--- src/rtl/ahb_slv_pkg.sv ---
// Shared types for the AHB-Lite register-file slave: bus encodings, FSM states, data width.
package ahb_slv_pkg;

    localparam int AHB_DW = 32;

    typedef enum logic [1:0] {
        HTRANS_IDLE   = 2'd0,
        HTRANS_BUSY   = 2'd1,
        HTRANS_NONSEQ = 2'd2,
        HTRANS_SEQ    = 2'd3
    } htrans_e;

    typedef enum logic [1:0] {
        HRESP_OKAY  = 2'b00,
        HRESP_ERROR = 2'b01
    } hresp_e;

    typedef enum logic [2:0] {
        ST_IDLE,
        ST_WAIT,
        ST_DATA,
        ST_ERR1,
        ST_ERR2
    } slv_state_e;

endpackage

--- src/rtl/ahb_slv_wait_cnt.sv ---
// Wait-state down-counter: loaded on entry to WAIT, done_o flags the last wait cycle.
module ahb_slv_wait_cnt #(
    parameter int W = 4
) (
    input  logic         clk_i,
    input  logic         rst_ni,
    input  logic         load_i,
    input  logic [W-1:0] load_val_i,
    output logic         done_o
);

    logic [W-1:0] cnt_q, cnt_d;

    always_comb begin
        cnt_d = cnt_q;
        if (load_i) begin
            cnt_d = load_val_i;
        end else if (cnt_q != '0) begin
            cnt_d = cnt_q - 1'b1;
        end
    end

    always_ff @(posedge clk_i or negedge rst_ni) begin
        if (!rst_ni) begin
            cnt_q <= '0;
        end else begin
            cnt_q <= cnt_d;
        end
    end

    assign done_o = (cnt_q == W'(1));

endmodule

--- src/rtl/ahb_slv_regfile.sv ---
// AHB-Lite leaf slave mapping single transfers onto NUM_REGS 32-bit registers (reg 0 = ID).
// Optional macro AHB_SLV_HPROT_CHK_EN: user-mode writes (hprot[1]=0) take the ERROR path.
module ahb_slv_regfile
    import ahb_slv_pkg::*;
#(
    parameter int          NUM_REGS    = 16,
    parameter int          WAIT_STATES = 0,
    parameter logic [31:0] ID_VALUE    = 32'hA5B0_0001
) (
    input  logic                       hclk,
    input  logic                       hrst_n,
    input  logic                       hsel,
    input  logic [31:0]                haddr,
    input  logic [1:0]                 htrans,
    input  logic                       hwrite,
    input  logic [3:0]                 hprot,
    input  logic [AHB_DW-1:0]          hwdata,
    output logic [AHB_DW-1:0]          hrdata,
    output logic                       hready,
    output logic [1:0]                 hresp,
    output logic [NUM_REGS*AHB_DW-1:0] regs_o
);

    localparam int IDX_W = $clog2(NUM_REGS);

    slv_state_e        state_q, state_d;
    htrans_e           trans;
    logic [IDX_W-1:0]  idx_q, idx_d, addr_idx, rd_idx;
    logic              wr_q, wr_d;
    logic              accept, illegal, cnt_load, cnt_done, rd_load;
    logic [AHB_DW-1:0] rd_val, hrdata_q, hrdata_d;
    logic [AHB_DW-1:0] regs_q [1:NUM_REGS-1];
    logic              unused_hprot;

    assign trans    = htrans_e'(htrans);
    assign addr_idx = haddr[2 +: IDX_W];
    assign accept   = hsel && hready && (trans == HTRANS_NONSEQ || trans == HTRANS_SEQ);

    always_comb begin
        illegal = (haddr[1:0] != 2'b00)
               || ({2'b00, haddr[31:2]} >= 32'(NUM_REGS))
               || (hwrite && (haddr[31:2] == '0));
`ifdef AHB_SLV_HPROT_CHK_EN
        if (hwrite && !hprot[1]) begin
            illegal = 1'b1;
        end
`endif
    end

`ifdef AHB_SLV_HPROT_CHK_EN
    assign unused_hprot = ^{hprot[3:2], hprot[0]};
`else
    assign unused_hprot = ^hprot;
`endif

    ahb_slv_wait_cnt #(.W(4)) u_wait_cnt (
        .clk_i      (hclk),
        .rst_ni     (hrst_n),
        .load_i     (cnt_load),
        .load_val_i (4'(WAIT_STATES)),
        .done_o     (cnt_done)
    );

    always_comb begin
        state_d  = state_q;
        idx_d    = idx_q;
        wr_d     = wr_q;
        cnt_load = 1'b0;
        rd_load  = 1'b0;
        rd_idx   = idx_q;
        case (state_q)
            ST_WAIT: begin
                if (cnt_done) begin
                    state_d = ST_DATA;
                    rd_load = !wr_q;
                end
            end
            ST_ERR1: state_d = ST_ERR2;
            ST_IDLE, ST_DATA, ST_ERR2: begin
                state_d = ST_IDLE;
                if (accept) begin
                    idx_d  = addr_idx;
                    wr_d   = hwrite;
                    rd_idx = addr_idx;
                    if (illegal) begin
                        state_d = ST_ERR1;
                    end else if (WAIT_STATES == 0) begin
                        state_d = ST_DATA;
                        rd_load = !hwrite;
                    end else begin
                        state_d  = ST_WAIT;
                        cnt_load = 1'b1;
                    end
                end
            end
            default: state_d = ST_IDLE;
        endcase
    end

    // A read accepted while a write closes its data phase sees the committing hwdata.
    always_comb begin
        rd_val = ID_VALUE;
        for (int unsigned i = 1; i < NUM_REGS; i++) begin
            if (rd_idx == IDX_W'(i)) begin
                rd_val = regs_q[i];
            end
        end
        if (state_q == ST_DATA && wr_q && idx_q == rd_idx) begin
            rd_val = hwdata;
        end
        hrdata_d = rd_load ? rd_val : hrdata_q;
    end

    always_ff @(posedge hclk or negedge hrst_n) begin
        if (!hrst_n) begin
            state_q  <= ST_IDLE;
            idx_q    <= '0;
            wr_q     <= 1'b0;
            hrdata_q <= '0;
        end else begin
            state_q  <= state_d;
            idx_q    <= idx_d;
            wr_q     <= wr_d;
            hrdata_q <= hrdata_d;
        end
    end

    always_ff @(posedge hclk or negedge hrst_n) begin
        if (!hrst_n) begin
            for (int unsigned i = 1; i < NUM_REGS; i++) begin
                regs_q[i] <= '0;
            end
        end else if (state_q == ST_DATA && wr_q) begin
            for (int unsigned i = 1; i < NUM_REGS; i++) begin
                if (idx_q == IDX_W'(i)) begin
                    regs_q[i] <= hwdata;
                end
            end
        end
    end

    always_comb begin
        regs_o = '0;
        regs_o[AHB_DW-1:0] = ID_VALUE;
        for (int unsigned i = 1; i < NUM_REGS; i++) begin
            regs_o[AHB_DW*i +: AHB_DW] = regs_q[i];
        end
    end

    assign hready = (state_q == ST_IDLE) || (state_q == ST_DATA) || (state_q == ST_ERR2);
    assign hresp  = (state_q == ST_ERR1 || state_q == ST_ERR2) ? HRESP_ERROR : HRESP_OKAY;
    assign hrdata = hrdata_q;

endmodule

--- config.mk ---
export PLATFORM = sky130hd
export DESIGN_NAME = ahb_slv_regfile
export DESIGN_NICKNAME = d
export VERILOG_FILES = /design/src/rtl/ahb_slv_pkg.sv /design/src/rtl/ahb_slv_wait_cnt.sv /design/src/rtl/ahb_slv_regfile.sv
export SDC_FILE = /design/constraint.sdc
export NUM_CORES = 1
export LEC_CHECK = 0
export CAP_MARGIN = 5
export CORE_ASPECT_RATIO = 1.2
export CORE_MARGIN = 2
export CORE_UTILIZATION = 35
export CTS_BUF_LIST = sky130_fd_sc_hd__clkbuf_4
export DETAILED_ROUTE_END_ITERATION = 6
export GPL_TIMING_DRIVEN = 0
export PLACE_DENSITY = 0.59
export SLEW_MARGIN = 20
export SYNTH_ARGS = -nofsm -noshare
export SYNTH_HDL_FRONTEND = slang
export SYNTH_SLANG_ARGS = --single-unit
--- constraint.sdc ---
create_clock -name hclk -period 6.1 [get_ports hclk]
set_input_delay 1.83 -clock hclk [delete_from_list [all_inputs] [get_ports hclk]]
set_output_delay 1.83 -clock hclk [all_outputs]
set_load 0.05 [all_outputs]
==> qor.yml, run 1 <==
synth:
  post-synth-top-area-cell: "dfrtp_1"
  syn_avg_cell_area_sq_um: 11.1
  yosysMostFrequentCell: "dfrtp_1"
  synth_xor_area_share_pct: 0.178
  synth_top_family_by_area: "multiplexers"
  syn_area_sq_um: 24600
  synthSimpleGateAreaFrac_pct: 8.80
  synth_mux_area_share_pct: 16.3
  synth_seq_cells: 524
  synth_compound_area_share_pct: 16.3
  synth_top_cell_area_share_pct: 53.3
  ys_seq_area_share_pct: 53.3
  ys.flop_type: "dfrtp_1"
  yosys-top-cells-area: "dfrtp_1 53%, mux2_2 16%, o21ai_0 4.5%, nand2_1 3.4%, clkbuf_1 1.6%"
  synth_edf_count: 0
  synth_warnings: 0
  syn_inst: 2213
  yosysUniqueCellTypes: 91
  async_flop_share_pct: 100
  synth_fa_ha_area_share_pct: 0.152
  synth_top_cells_by_count: "524 x dfrtp_1, 344 x mux2_2, 222 x nand2_1, 222 x o21ai_0, 108 x clkbuf_1"
route:
  remaining_drc_errors: 0
  first_pass_iters: 5
  ant_nets: 0
  wl_per_cell_microns: 32.5
  viasPerCell: 5.87
  routed-via-count: 23477
  wl_microns: 130000
  drt-initial-drc-count: 1989
sta:
  whs_ns: 0.520
  slew_headroom_pct: 13.9
  min_period_ns: 5.24
  drv_slew: 0
  fin_worst_skew_ns: 0.0644
  timing.final.crit_share_pct: 85.9
  tns_ns: 0
  rsz0062_at_grt: "false"
  hold_violations: 0
  tightestPinTransition_ns: 1.29
  timing.fmax_mhz: 191
  setup_viol: 0
power:
  cell_internal_pwr_mw: 9.55
  seqPwrFrac_pct: 29.7
  p_leak_nw: 15.0
  power.share.combinational_pct: 53.5
  p_sw_mw: 10.1
  pwr-share-clk_pct: 16.8
  power.density_nw_per_um2: 583
  p_sw_share_pct: 51.4
  total_power_mw: 19.7
  worst_ir_drop_vdd_mv: 0.367
place:
  hpwlAfterDp_microns: 99000
  gp_congestion: 0.940
  io_buffers: 582
  placed_cells: 3751
finish:
  synthToLayoutAreaGrowth_pct: 37.0
  nNetsFinal: 3054
  drive_above_1_share_pct: 23.6
  stdcell_count: 3999
  fillers: 6524
cts:
  path_clk_slew_ns: 0.06
  hold_buffers: 0
  clock_latency_ns: 1.02
  htreeDepth: 4
  cts_tree: "yes"
  cts.sinks: 524
  cts-buffers-inserted: 142
  ctsLongestPathBuffers: 3
  cts_setup_buffers: 0
  post_cts_resized: 0
  root_buffer: "clkbuf_4"
grt:
  grt_pass1_wl_microns: 179000
  grt_util_met2_pct: 57.9
  grtUsageMet3_pct: 7.09
  grt_busiest_layer: "met2"
  grt_max_degree: 100
  met1_usage_pct: 42.8
  overflow: 0
  grt_pass1_vias: 23474
  track_usage_pct: 35.3
  grt_antenna_before_repair: 8
worst_setup_path:
  crit_path_max_fanout: 10
  critical_path.top_delay_family: "buffers and inverters"
  path_cells: "clkdlybuf4s50_1 > nor4_1 > and4_1 > o311ai_1 > o32ai_1 > buf_2 > clkbuf_1 > o211ai_1 > a32oi_1"
  critPathCaptureType: "register"
  cp.required_ns: 7.01
  slowest_delay_ns: 0.83
  crit_type: "primary input to register"
  path_buf_inv: 3
  worst_setup_path_start_kind: "primary input"
  cp_slowest_cell: "o32ai_1"
  cp.arrival_ns: 6.15
floorplanning:
  dieArea_sq_um: 72500
  core_area_sq_um: 69600
  die_h_microns: 295
  initial_utilization_pct: 35.4
  num_rows: 106
  die_w_microns: 246
  io_pins: 621
run:
  maxCapViolCount: 0
worst_hold_path:
  hold_path_class: "register to register"
run_status:
  outcome: "finished clean"
flip-flops by register name, summed over array words and instances (netlist names):
name              count
u_wait_cnt.cnt_q      4
regs_o              480
hrdata               32
state_q               3
wr_q                  1
idx_q                 4
worst min-delay path, stage by stage, from the launching register on:
cell and delay (ns):
dfrtp_1 0.37, nand2_1 0.05, o21ai_0 0.06
cells in the final DEF (no fill, tap or decap), drive strengths merged, types with 9 or more instances in the layout:
cell / netlist / final
a211oi: 17 / 17
a21oi: 81 / 81
a221oi: 19 / 19
a222oi: 9 / 9
a22o: 16 / 16
a22oi: 28 / 28
a31oi: 19 / 19
a32oi: 12 / 12
and2: 9 / 9
and3: 10 / 10
buf: 108 / 116
clkbuf: 108 / 317
clkdlybuf4s50: 0 / 581
clkinv: 0 / 19
conb: 2 / 33
dfrtp: 524 / 524
inv: 35 / 41
mux2: 344 / 344
mux2i: 14 / 14
nand2: 223 / 223
nand2b: 18 / 18
nand3: 39 / 39
nor2: 67 / 67
nor3: 12 / 12
nor4: 22 / 22
o211ai: 36 / 36
o21ai: 229 / 229
o221ai: 18 / 18
o22ai: 43 / 43
o31ai: 14 / 14
or2: 11 / 11
or3: 17 / 17
final cells by class:
class                      count  area (sq um)  area share (%)
antenna                        8          20.0          0.0593
inverter                      35           131           0.389
sequential                   524         13100            38.9
buffer                       216          1100            3.26
clock inverter                31           250           0.742
clock buffer                 209          1570            4.65
multi-input combinational   1469         10400            30.9
timing repair buffer         589          5990            17.7
tap                          918          1150            3.41
stage by stage:
step	setup slack, ns	util [%]	cell area, sq um
after floorplan	2.36	-	24700
after global placement	-20.24	45.5	31700
after detailed placement	-0.0524	45.8	31900
after CTS	1.04	48.4	33700
after global routing	0.929	48.4	33700
final	0.862	48.4	33700
layer usage:
metal / wire length, microns / share of wire [%]
met5: 10 / 0.0077
met4: 8320 / 6.4
met3: 10000 / 7.7
met2: 62600 / 48
met1: 49200 / 38
worst paths after layout:
check                             from     endpoint  slack [ns]  depth (start not counted)
min in group asynchronous       hrst_n  regs_o[145]        0.77                          1
max in group asynchronous       hrst_n   hrdata[20]        3.92                          3
setup reg to reg            state_q[1]   hrdata[12]        1.95                         10
hold reg to reg            regs_o[329]  regs_o[329]        0.52                          2
hold / removal             regs_o[329]  regs_o[329]        0.52                          2
setup / recovery              haddr[7]   hrdata[15]        0.86                          9
logic make-up after synthesis:
logic type	count (synthesis)
fa+ha+maj	3
simple gates	459
buf+inv	251
mux	358
xor+xnor	5
compound gates	611
other cells	2
flops	524
power groups by stage:
stage               sequential [mW]  combinational, mW  clock [mW]
floorplan                      9.00               2.62           0
global placement               5.83               10.4           0
detailed placement             5.84               10.4           0
CTS                            5.79               10.5        3.35
global route                   5.91               10.8        3.53
finish                         5.83               10.5        3.30
Note: power is estimated with default switching activity, not from simulation.
==> run 2, diff against run 1 <==
PLACE_DENSITY = 0.62   (was 0.59)
clock period = 4.4 ns   (was 6.1 ns; I/O delays follow)
==> run 2 against run 1 <==
  * Worst hold slack worse by 0.15 ns
  * Register-to-register slack worse by 1.5 ns
  * Sequential power rose by 39%
==> qor.yml, run 2 (same netlist as run 1, synthesis figures left out) <==
worst_setup_path:
  path_buf_inv: 4
  worst_setup_path_start_kind: "primary input"
  critPathCaptureType: "register"
  path_cells: "clkdlybuf4s50_1 > nand2_1 > buf_2 > buf_2 > nor4_1 > nor2_2 > buf_2 > a21oi_1 > o31ai_1 > a21oi_1 > o311a_1"
  critical_path.top_delay_family: "buffers and inverters"
  critical_path_depth: 11
  crit_start: "hsel"
  crit_path_frequent_cell: "buf_2"
  crit_type: "primary input to register"
  reg2reg_depth: 10
  cp_slowest_cell: "o31ai_1"
  cp.required_ns: 5.26
  cp.arrival_ns: 5.21
  reg2reg_from: "state_q[2]"
  crit_path_max_fanout: 10
  r2r-end: "hrdata[25]"
  crit_path_end: "hrdata[19]"
  reg2reg_slack_ns: 0.43
  slowest_delay_ns: 0.77
cts:
  clock_latency_ns: 1.02
  htreeDepth: 4
  cts_setup_buffers: 0
  post_cts_resized: 3
  cts.sinks: 524
  cts_tree: "yes"
  cts-buffers-inserted: 142
  ctsLongestPathBuffers: 3
  hold_buffers: 0
  root_buffer: "clkbuf_4"
  path_clk_slew_ns: 0.07
place:
  place_area_sq_um: 31900
  gp_congestion: 0.927
  pre_cts_slack_ns: -1.27
  placed_cells: 3751
  io_buffers: 582
  hpwlAfterDp_microns: 99300
route:
  wl_met3_microns: 10200
  wl_met2_microns: 61800
  ant_nets: 0
  viasPerCell: 5.93
  drt-initial-drc-count: 2141
  wl_microns: 131000
  routed-via-count: 23586
  wl_per_cell_microns: 32.9
  route.layer.met1.wl_microns: 49500
  first_pass_iters: 5
  top_layer_used: "met5"
  remaining_drc_errors: 0
sta:
  rsz0062_at_grt: "false"
  hold_violations: 0
  timing.fmax_mhz: 230
  min_period_ns: 4.35
  fin_worst_skew_ns: 0.0547
  tightestPinTransition_ns: 1.14
  drv_slew: 0
  setup_viol: 0
  setup_slack_ns: 0.0477
  timing.final.crit_share_pct: 98.9
  slew_headroom_pct: 23.7
  whs_ns: 0.372
finish:
  final_util_pct: 48.3
  fillers: 6566
  stdcell_count: 3978
  synthToLayoutAreaGrowth_pct: 36.5
  finish.instance_area_sq_um: 33600
  final_cell_mix: "580 x clkdlybuf4s50_1, 524 x dfrtp_1, 344 x mux2_2, 222 x nand2_1, 222 x o21ai_0"
  nNetsFinal: 3054
  layout_commonest_cell: "clkdlybuf4s50_1"
  largest_reg_flops: 480
  drive_above_1_share_pct: 23.3
grt:
  track_usage_pct: 35.7
  overflow: 0
  grt_pass1_wl_microns: 182000
  grt_pass1_vias: 24027
  grt_max_degree: 96
  grt_antenna_before_repair: 4
power:
  power.density_nw_per_um2: 807
  p_leak_nw: 14.9
  worst_ir_drop_vdd_mv: 0.581
floorplanning:
  die_h_microns: 295
  io_pins: 621
  die_w_microns: 246
  dieArea_sq_um: 72500
  core_area_sq_um: 69600
  num_rows: 106
  initial_utilization_pct: 35.4
run_status:
  outcome: "finished clean"
run:
  maxCapViolCount: 0
worst_hold_path:
  hold_path_class: "primary input to asynchronous set/reset pin"
[run 2: changes by cell type in the layout (fill, tap and decap cells not counted), sizes merged]
cell,delta
clkdlybuf4s50,-1
dlygate4sd2,+1
diode,-5
clkinv,+1
clkinvlp,+1
clkbuf,-15
inv,-3
[run 2: power breakdown]
| part | internal (mW) | switching, mW | total, mW | leakage [nW] |
|---|---|---|---|---|
| Combinational | 4.54 | 10.1 | 14.6 | 7.64 |
| Clock | 2.25 | 2.15 | 4.40 | 0.998 |
| Sequential | 6.30 | 1.79 | 8.09 | 6.26 |
[run 2: worst min path at each step]
stage | depth (start not counted) | end | from | slack (ns)
after floorplan | 1 | u_wait_cnt.cnt_q[2] | u_wait_cnt.cnt_q[2] | 0.49
after global placement | 2 | regs_o[329] | regs_o[329] | 0.49
after detailed placement | 2 | regs_o[338] | regs_o[338] | 0.49
after CTS | 1 | regs_o[147] | hrst_n | 0.32
after global routing | 1 | regs_o[49] | hrst_n | 0.40
final | 1 | regs_o[51] | hrst_n | 0.37
[run 2: layout make-up]
class	instances	area, sq um	area share, %
Clock buffer	194	1460	4.33
Sequential cell	524	13100	39.0
Clock inverter	30	231	0.689
Timing Repair Buffer	589	5980	17.8
Antenna cell	3	7.51	0.0223
Tap cell	918	1150	3.42
Multi-Input combinational cell	1469	10400	31.0
Inverter	35	131	0.391
Buffer	216	1100	3.28
[run 2: metal layers]
metal	vias to the layer above	track usage [%]
met4	2	22.6
met5	-	0
met1	12062	43.0
met2	1492	57.9
met3	360	7.64
li1	9670	-
[run 2: through the flow]
stage               TNS (ns)  power [mW]
floorplan                  0        16.1
global placement           -        22.4
detailed placement    -30.92        22.6
CTS                        0        27.0
global route               0        27.9
finish                     0        27.1
==> run 3, diff against run 2 <==
CTS_CLUSTER_DIAMETER = 30   (was default)
==> run 3 against run 2 <==
  * First-iteration DRC count is 5.7% lower
  * Final cell count rose by 0.55%
  * Clock power increased by 2%
  * Maximum frequency increased by 0.95%
  * Die area is the same
  * Worst hold slack gained 0.014 ns
  * Wire length about the same
  * Via count up 0.35%
  * Global-route usage decreased by 0.063 points
  * Sequential share of layout area fell by 0.11 points
  * Critical path type unchanged
  * Critical endpoint is now hrdata[11]
==> qor.yml, run 3 (same netlist as run 1, synthesis figures left out) <==
sta:
  slew_headroom_pct: 16.7
  setup_viol: 0
  fin_worst_skew_ns: 0.0435
  drv_slew: 0
  hold_violations: 0
  rsz0062_at_grt: "false"
  tightestPinTransition_ns: 1.25
  min_period_ns: 4.31
  whs_ns: 0.385
  timing.fmax_mhz: 232
  timing.final.crit_share_pct: 98.0
place:
  gp_congestion: 0.927
  hpwlAfterDp_microns: 99300
  io_buffers: 582
route:
  first_pass_iters: 6
  viasPerCell: 5.92
  routed-via-count: 23669
  wl_microns: 131000
  ant_nets: 0
  wl_per_cell_microns: 32.7
  remaining_drc_errors: 0
  drt-initial-drc-count: 2020
power:
  worst_ir_drop_vdd_mv: 0.581
  p_sw_share_pct: 51.7
  p_sw_mw: 14.1
  p_leak_nw: 15.0
  power.share.combinational_pct: 53.7
  power.density_nw_per_um2: 807
  pwr-share-clk_pct: 16.5
  seqPwrFrac_pct: 29.8
  cell_internal_pwr_mw: 13.1
worst_setup_path:
  crit_type: "primary input to register"
  slowest_delay_ns: 0.78
  cp_slowest_cell: "nor4_1"
  critPathCaptureType: "register"
  crit_start: "haddr[7]"
  path_cells: "clkdlybuf4s50_1 > nor4_1 > and4_1 > o311ai_1 > o32ai_2 > buf_2 > clkbuf_1 > o211ai_1 > a32oi_1"
  cp.arrival_ns: 5.22
  cp.required_ns: 5.30
  worst_setup_path_start_kind: "primary input"
  crit_path_max_fanout: 10
  reg2reg_from: "state_q[2]"
floorplanning:
  io_pins: 621
  core_area_sq_um: 69600
  die_h_microns: 295
  die_w_microns: 246
  dieArea_sq_um: 72500
  num_rows: 106
  initial_utilization_pct: 35.4
cts:
  clock_latency_ns: 0.99
  root_buffer: "clkbuf_4"
  ctsLongestPathBuffers: 3
  hold_buffers: 0
  cts.sinks: 524
  cts_tree: "yes"
  cts-buffers-inserted: 145
  path_clk_slew_ns: 0.07
  htreeDepth: 4
grt:
  grt_max_degree: 96
  grt_pass1_vias: 24135
  grt_antenna_before_repair: 5
  grt_pass1_wl_microns: 182000
  track_usage_pct: 35.6
  overflow: 0
finish:
  fillers: 6563
  largest_reg_flops: 480
  nNetsFinal: 3057
  final_util_pct: 48.4
  drive_above_1_share_pct: 23.5
  synthToLayoutAreaGrowth_pct: 36.9
  layout_commonest_cell: "clkdlybuf4s50_1"
  final_cell_mix: "580 x clkdlybuf4s50_1, 524 x dfrtp_1, 344 x mux2_2, 222 x nand2_1, 222 x o21ai_0"
run:
  maxCapViolCount: 0
run_status:
  outcome: "finished clean"
worst_hold_path:
  hold_path_class: "primary input to asynchronous set/reset pin"
run 3: metrics by stage:
step / TNS [ns] / setup WS, ns / cell area (sq um) / power [mW] / cells
2_1_floorplan: 0 / 1.17 / 24700 / 16.1 / 2244
3_3_place_gp: - / -21.26 / 31700 / 22.4 / 3744
3_5_place_dp: -30.92 / -1.27 / 31900 / 22.6 / 3751
4_1_cts: 0 / 0.137 / 33700 / 27.1 / 3997
5_1_grt: 0 / 0.0728 / 33700 / 28.0 / 4000
6_report: 0 / 0.0886 / 33700 / 27.2 / 4000
run 3: cell type report:
class,count,area [sq um],share of cell area (%)
Antenna cell,3,7.51,0.0223
Buffer,216,1100,3.27
Clock buffer,204,1530,4.54
Clock inverter,42,256,0.761
Inverter,35,131,0.390
Multi-Input combinational cell,1469,10400,30.9
Sequential cell,524,13100,38.9
Tap cell,918,1150,3.41
Timing Repair Buffer,589,5980,17.8
run 3: final timing paths:
path | end | slack (ns) | depth (start not counted)
max | hrdata[11] | 0.09 | 9
min | regs_o[51] | 0.39 | 1
max reg2reg | hrdata[25] | 0.50 | 10
min reg2reg | regs_o[329] | 0.51 | 2
max in group asynchronous | regs_o[345] | 2.53 | 3
min in group hclk | regs_o[329] | 0.51 | 2
run 3: what timing repair did:
action                                  in CTS  in global routing
endpoints found under the setup margin      18                  0
buffers inserted                             0                  0
gates resized for setup                      3                  0
run 3: power by group through the flow:
stage / Combinational, mW / Sequential (mW) / Clock (mW)
2_1_floorplan: 3.63 / 12.5 / 0
3_3_place_gp: 14.4 / 8.07 / 0
3_5_place_dp: 14.5 / 8.09 / 0
4_1_cts: 14.5 / 8.02 / 4.53
5_1_grt: 15.0 / 8.20 / 4.78
6_report: 14.6 / 8.09 / 4.49
run 3: layer usage:
metal	part of all wire [%]	wire length, microns	global-route usage, %	vias to the layer above
li1	-	-	-	9701
met1	38	49400	42.8	12075
met2	47	61800	57.7	1534
met3	7.9	10300	7.63	359
met4	7.1	9300	23.0	0
met5	0	0	0.137	-
run 3: critical path: cells and delay by family:
kind | cells | cell delay [ns]
buffers and inverters | 3 | 1.55
AOI/OAI and AO/OA | 4 | 1.15
and+or+nand+nor | 2 | 1.17
